File: src/rtl/regfile_pkg.sv
// regfile_pkg: shared widths, requester indices and buffer state
// for the register-file write arbiter slice.
package regfile_pkg;

  localparam int ADDR_W   = 5;
  localparam int DATA_W   = 32;
  localparam int NUM_REGS = 32;

  localparam logic [4:0] ZERO_REG = 5'd0;

  localparam int REQ_ALU = 0;
  localparam int REQ_MEM = 1;

  typedef enum logic {
    BUF_EMPTY,
    BUF_FULL
  } buf_state_e;

endpackage

File: src/rtl/regfile_write_arbiter_wb_hold_buffer.sv
// wb_hold_buffer: one-entry writeback holding buffer; accepts while empty
// or while being drained, and swallows writes aimed at the zero register.
module wb_hold_buffer
  import regfile_pkg::*;
#(
  parameter int ADDR_W = 5,
  parameter int DATA_W = 32
) (
  input  logic              clk,
  input  logic              rst_n,
  input  logic              in_valid,
  input  logic [ADDR_W-1:0] in_reg,
  input  logic [DATA_W-1:0] in_data,
  input  logic              grant,
  output logic              ready,
  output logic              load,
  output logic              full,
  output logic [ADDR_W-1:0] buf_reg,
  output logic [DATA_W-1:0] buf_data
);

  buf_state_e state;

  assign full  = (state == BUF_FULL);
  assign ready = !full || grant;
  assign load  = in_valid && ready
              && (in_reg != ADDR_W'(ZERO_REG));

  always_ff @(posedge clk or negedge rst_n) begin
    if (!rst_n) begin
      state    <= BUF_EMPTY;
      buf_reg  <= '0;
      buf_data <= '0;
    end else begin
      unique case (1'b1)
        load: begin
          state    <= BUF_FULL;
          buf_reg  <= in_reg;
          buf_data <= in_data;
        end
        grant && !load: state <= BUF_EMPTY;
        default: ;
      endcase
    end
  end

endmodule

File: src/rtl/regfile_write_arbiter.sv
// regfile_write_arbiter: two writeback requesters share one regfile port.
// Define REGFILE_WRITE_BYPASS_EN to add fwd_valid_x/fwd_data_x forwarding.
module regfile_write_arbiter
  import regfile_pkg::*;
#(
  parameter int DATA_W     = 32,
  parameter int ADDR_W     = 5,
  parameter int NUM_REGS   = 32,
  parameter int FIXED_PRIO = 0
) (
  input  logic              clk,
  input  logic              rst_n,
  input  logic              req_valid_0,
  input  logic [ADDR_W-1:0] req_reg_0,
  input  logic [DATA_W-1:0] req_data_0,
  output logic              req_ready_0,
  input  logic              req_valid_1,
  input  logic [ADDR_W-1:0] req_reg_1,
  input  logic [DATA_W-1:0] req_data_1,
  output logic              req_ready_1,
  input  logic [ADDR_W-1:0] read_reg_1,
  input  logic [ADDR_W-1:0] read_reg_2,
`ifdef REGFILE_WRITE_BYPASS_EN
  output logic              fwd_valid_1,
  output logic [DATA_W-1:0] fwd_data_1,
  output logic              fwd_valid_2,
  output logic [DATA_W-1:0] fwd_data_2,
`endif
  output logic              read_stall,
  output logic              signal_reg_write,
  output logic [ADDR_W-1:0] write_reg,
  output logic [DATA_W-1:0] write_data
);

  logic [1:0]        full, load, gnt;
  logic [ADDR_W-1:0] breg  [2];
  logic [DATA_W-1:0] bdata [2];
  logic              rr_q, age_q;
  logic              pick0, same_dst;
  logic [NUM_REGS-1:0] pending;
  logic [1:0]        hit;

  wb_hold_buffer #(.ADDR_W(ADDR_W), .DATA_W(DATA_W)) u_buf_alu (
    .clk      (clk),
    .rst_n    (rst_n),
    .in_valid (req_valid_0),
    .in_reg   (req_reg_0),
    .in_data  (req_data_0),
    .grant    (gnt[REQ_ALU]),
    .ready    (req_ready_0),
    .load     (load[REQ_ALU]),
    .full     (full[REQ_ALU]),
    .buf_reg  (breg[REQ_ALU]),
    .buf_data (bdata[REQ_ALU])
  );

  wb_hold_buffer #(.ADDR_W(ADDR_W), .DATA_W(DATA_W)) u_buf_mem (
    .clk      (clk),
    .rst_n    (rst_n),
    .in_valid (req_valid_1),
    .in_reg   (req_reg_1),
    .in_data  (req_data_1),
    .grant    (gnt[REQ_MEM]),
    .ready    (req_ready_1),
    .load     (load[REQ_MEM]),
    .full     (full[REQ_MEM]),
    .buf_reg  (breg[REQ_MEM]),
    .buf_data (bdata[REQ_MEM])
  );

  assign same_dst = (breg[REQ_ALU] == breg[REQ_MEM]);
  assign pick0    = (FIXED_PRIO != 0) || !rr_q;

  // age_q = 1 means the MEM buffer holds the older entry
  always_comb begin
    gnt = 2'b00;
    unique case (1'b1)
      full == 2'b01: gnt = 2'b01;
      full == 2'b10: gnt = 2'b10;
      full == 2'b11 && same_dst:
        gnt = age_q ? 2'b10 : 2'b01;
      full == 2'b11 && !same_dst:
        gnt = pick0 ? 2'b01 : 2'b10;
      default: ;
    endcase
  end

  always_ff @(posedge clk or negedge rst_n) begin
    if (!rst_n) begin
      rr_q  <= 1'b0;
      age_q <= 1'b0;
    end else begin
      if (&full)
        rr_q <= gnt[REQ_ALU];
      if (&load)
        age_q <= 1'b0;
      else if (load[REQ_ALU] && full[REQ_MEM] && !gnt[REQ_MEM])
        age_q <= 1'b1;
      else if (load[REQ_MEM] && full[REQ_ALU] && !gnt[REQ_ALU])
        age_q <= 1'b0;
    end
  end

  always_ff @(posedge clk or negedge rst_n) begin
    if (!rst_n) begin
      signal_reg_write <= 1'b0;
      write_reg        <= '0;
      write_data       <= '0;
    end else begin
      signal_reg_write <= |gnt;
      if (gnt[REQ_ALU]) begin
        write_reg  <= breg[REQ_ALU];
        write_data <= bdata[REQ_ALU];
      end else if (gnt[REQ_MEM]) begin
        write_reg  <= breg[REQ_MEM];
        write_data <= bdata[REQ_MEM];
      end
    end
  end

  // per-register outstanding count: up to both buffers plus the write stage
  assign pending[0] = 1'b0;
  for (genvar r = 1; r < NUM_REGS; r++) begin : g_sb
    logic [1:0] cnt;
    logic       inc_a, inc_b, dec;
    assign inc_a = load[REQ_ALU] && (req_reg_0 == ADDR_W'(r));
    assign inc_b = load[REQ_MEM] && (req_reg_1 == ADDR_W'(r));
    assign dec   = signal_reg_write && (write_reg == ADDR_W'(r));
    always_ff @(posedge clk or negedge rst_n) begin
      if (!rst_n)
        cnt <= 2'd0;
      else
        cnt <= cnt + 2'(inc_a) + 2'(inc_b) - 2'(dec);
    end
    assign pending[r] = |cnt;
  end

  assign hit[0] = (read_reg_1 != '0) && pending[read_reg_1];
  assign hit[1] = (read_reg_2 != '0) && pending[read_reg_2];

`ifdef REGFILE_WRITE_BYPASS_EN
  logic [ADDR_W-1:0] src [2];
  logic [1:0]        fv;
  logic [DATA_W-1:0] fd [2];

  assign src[0] = read_reg_1;
  assign src[1] = read_reg_2;

  always_comb begin
    for (int s = 0; s < 2; s++) begin
      logic m0, m1, mw;
      m0    = full[REQ_ALU] && (breg[REQ_ALU] == src[s]);
      m1    = full[REQ_MEM] && (breg[REQ_MEM] == src[s]);
      mw    = signal_reg_write && (write_reg == src[s]);
      fv[s] = 1'b0;
      fd[s] = '0;
      if (src[s] != '0) begin
        if (m0 && m1) begin
          fv[s] = 1'b1;
          fd[s] = age_q ? bdata[REQ_ALU] : bdata[REQ_MEM];
        end else if (m0) begin
          fv[s] = 1'b1;
          fd[s] = bdata[REQ_ALU];
        end else if (m1) begin
          fv[s] = 1'b1;
          fd[s] = bdata[REQ_MEM];
        end else if (mw) begin
          fv[s] = 1'b1;
          fd[s] = write_data;
        end
      end
    end
  end

  assign fwd_valid_1 = fv[0];
  assign fwd_data_1  = fd[0];
  assign fwd_valid_2 = fv[1];
  assign fwd_data_2  = fd[1];
  assign read_stall  = (hit[0] && !fv[0]) || (hit[1] && !fv[1]);
`else
  assign read_stall  = hit[0] || hit[1];
`endif

endmodule
File: config.mk
export PLATFORM = sky130hd
export DESIGN_NAME = regfile_write_arbiter
export DESIGN_NICKNAME = d
export VERILOG_FILES = /design/src/rtl/regfile_pkg.sv /design/src/rtl/regfile_write_arbiter_wb_hold_buffer.sv /design/src/rtl/regfile_write_arbiter.sv
export SDC_FILE = /design/constraint.sdc
export NUM_CORES = 1
export LEC_CHECK = 0
export CORE_ASPECT_RATIO = 0.75
export CORE_MARGIN = 5
export CORE_UTILIZATION = 41
export CTS_CLUSTER_DIAMETER = 30
export CTS_CLUSTER_SIZE = 30
export DETAILED_ROUTE_END_ITERATION = 7
export GPL_TIMING_DRIVEN = 0
export SYNTH_ARGS = -nofsm -noshare
export SYNTH_HDL_FRONTEND = slang
export SYNTH_SLANG_ARGS = --single-unit
File: constraint.sdc
create_clock -name clk -period 7.34 [get_ports clk]
set_clock_uncertainty 0.05 [all_clocks]
set_input_delay 2.202 -clock clk [delete_from_list [all_inputs] [get_ports clk]]
set_output_delay 2.202 -clock clk [all_outputs]
set_load 0.03 [all_outputs]
==> results.txt <==
vias post-DR = 7,337
worst-skew pair later-pin latency = 430 ps
worst hold path type = reg2reg
worst rel slew slack = 47.5%
Synthesized Nets = 1,063
placed insts = 1,337
GRT overflow = 0
htree depth = 4
CP required = 5090 ps
Post-Syn Area = 0.00973 mm²
CTS Buf Count = 17
post-CTS sizing = 0
vias in the first global route = 7,380
Final nets = 1,206
first drt pass iteration count = 5
Critical Path AT = 4900 ps
CTS root buf = clkbuf_16
TritonCTS clock tree = done
Routed WL = 27,100 µm
Synth Warn # = 0
# hold bufs at CTS = 0
Initial Util = 42.0%
Achievable Freq = 140 MHz
die height = 143 µm
most frequent cells in the layout = 178 x dfrtp_1, 122 x clkdlybuf4s50_1, 83 x nand2_1
Util after Layout = 51.5%
Syn Inst Count = 913
Final ANT Viol Nets = 0
CP startpoint kind = primary input
Power Density = 370 mW/mm²
Max FO, Critical Path = 10
Synth cell types = 54
dpl hpwl = 20,300 µm
RSZ-0062 raised after global routing = false
post-route insts no fill = 1,368
Max Buffers Root-to-Sink = 2
status = complete, no violations
die area = 0.0270 mm²
Final Hold Vio Count = 0
max reg flops = 62
Top reg by flops = g_sb.cnt
min Tclk post-route = 7150 ps
Core ar. = 0.0232 mm²
DRT iter0 DRCs = 538
max-cap viol count = 0
setup TNS = 0 ps
# setup viols final = 0
total I/O pin count = 129
Post-route DRC = 0
TritonCTS Sinks = 178
max-slew violations = 0
critical path type = in2out
ANT cells = 0
WL/cell = 19.8 µm
GPL Wtd Cong = 0.907
initial antenna violation count = 1
Min Hold Slack = 422 ps
IR drop worst, VDD = 0.000194 V
sequential area share after synthesis = 45.8%
cell area after layout = 0.0119 mm²
Post-DP Area = 0.0114 mm²
Reg clk slew, reported paths = 70 ps
Mapped Avg Cell Area = 10.7 µm²
ys flop type = dfrtp_1
Via density = 5.36
Static Leak = 4.91 nW
port bufs = 123
CP Capture Type = primary output
Post-synth EDFFs = 0
FFs w/ async S/R, synth = 100%
total track usage = 20.6%
share of post-route cells with drive strength above 1 = 12.8%
Least-Margin Pin Slew = 785 ps
Layout area overhead = 22.7%
Horiz. Die Dim = 188 µm
Final period util = 97.4%
Seq cells post-synth = 178
commonest non-fill, non-tap cell in the layout = dfrtp_1
largest net degree at the start of global routing = 118
Post-CTS Setup Inserts = 0
# rows = 48
first-pass GRT wire length = 43,000 µm
## synth_stat cells, types with 2 or more instances
| cell type | instances | area share (%) |
|---|---|---|
| dfrtp_1 | 178 | 46 |
| nand2_1 | 83 | 3.2 |
| mux2_2 | 72 | 8.3 |
| nor2_1 | 71 | 2.7 |
| xnor2_1 | 51 | 4.6 |
| inv_1 | 50 | 1.9 |
| a211oi_1 | 43 | 3.3 |
| nor2b_1 | 40 | 2.6 |
| clkbuf_1 | 36 | 1.4 |
| nand3_1 | 34 | 1.7 |
| a31oi_1 | 33 | 2.1 |
| fa_1 | 31 | 6.4 |
| ha_1 | 31 | 4.0 |
| nor3_1 | 30 | 1.5 |
| xor2_1 | 16 | 1.4 |
| a21oi_1 | 11 | 0.57 |
| nand2b_1 | 11 | 0.71 |
| buf_1 | 7 | 0.27 |
| buf_2 | 7 | 0.36 |
| o21ai_0 | 7 | 0.36 |
| nand4_1 | 6 | 0.39 |
| nor4_1 | 6 | 0.39 |
| or3_1 | 6 | 0.39 |
| buf_6 | 5 | 0.58 |
| mux4_2 | 5 | 1.2 |
| or4_1 | 5 | 0.39 |
| a32oi_1 | 3 | 0.27 |
| o221a_2 | 3 | 0.35 |
| or2_2 | 3 | 0.19 |
| or3_4 | 3 | 0.35 |
| a2111oi_0 | 2 | 0.18 |
| and3b_1 | 2 | 0.18 |
## where the power goes
| part | switching, mW | leakage, nW | internal, mW |
|---|---|---|---|
| sequential | 0.328 | 2.08 | 1.40 |
| combinational | 1.00 | 2.56 | 0.798 |
| clock | 0.395 | 0.274 | 0.500 |
| total | 1.73 | 4.91 | 2.69 |
## worst paths after layout
path | from | end | slack (ps) | cells past startpoint
worst max-delay path | read_reg_2[0] | read_stall | 190 | 9
worst min-delay path | write_data[1]$_DFFE_PN0P_ | write_data[1]$_DFFE_PN0P_ | 420 | 2
worst max register to register | u_buf_mem.buf_reg[4]$_DFFE_PN0P_ | g_sb[14].cnt[1]$_DFF_PN0_ | 3810 | 13
worst min register to register | write_data[1]$_DFFE_PN0P_ | write_data[1]$_DFFE_PN0P_ | 420 | 2
max in group asynchronous | rst_n | write_data[9]$_DFFE_PN0P_ | 4640 | 2
min in group asynchronous | rst_n | g_sb[18].cnt[1]$_DFF_PN0_ | 1640 | 1
## kinds of logic (layout without fill, tap and decap cells)
group           after synthesis  in the layout  synth area share (%)
flops                       178            178                  45.8
fa+ha+maj                    62             62                  10.4
buf+inv                     107            262                  4.61
mux                          77             77                  9.49
simple gates                307            307                  15.4
xor+xnor                     67             67                  6.03
compound gates              115            115                  8.30
## final cells by class
cell class / count / area, µm²
fillers: 2124 / 11200
flip-flops and latches: 178 / 4450
well taps: 300 / 375
multi-input cells: 628 / 4830
clock buffers: 18 / 429
plain buffers: 55 / 253
clock inverters: 13 / 136
inverters: 52 / 196
repair buffers: 124 / 1260
## metrics by stage
step	power, mW	worst slack, ps
floorplan	2.85	1490
global placement	3.52	-3710
detailed placement	3.55	206
CTS	4.46	191
global route	4.73	29.8
finish	4.42	192
## worst max-delay path: stages
cell and delay, ps:
clkdlybuf4s50_1 530, buf_1 440, nor3_1 90, a211oi_1 280, nor3_1 80, a2111oi_0 410, a31oi_1 70, nand4_1 110
clkdlybuf4s50_1 680
## metal layers
layer / track usage, % / part of all wire (%) / vias to the layer above
met5: 0 / 0.026 / -
met1: 32.0 / 49 / 3675
li1: - / - / 3433
met4: 3.75 / 0.79 / 2
met3: 5.29 / 6.7 / 18
met2: 29.5 / 43 / 209
(Power assumes the default switching activity.)
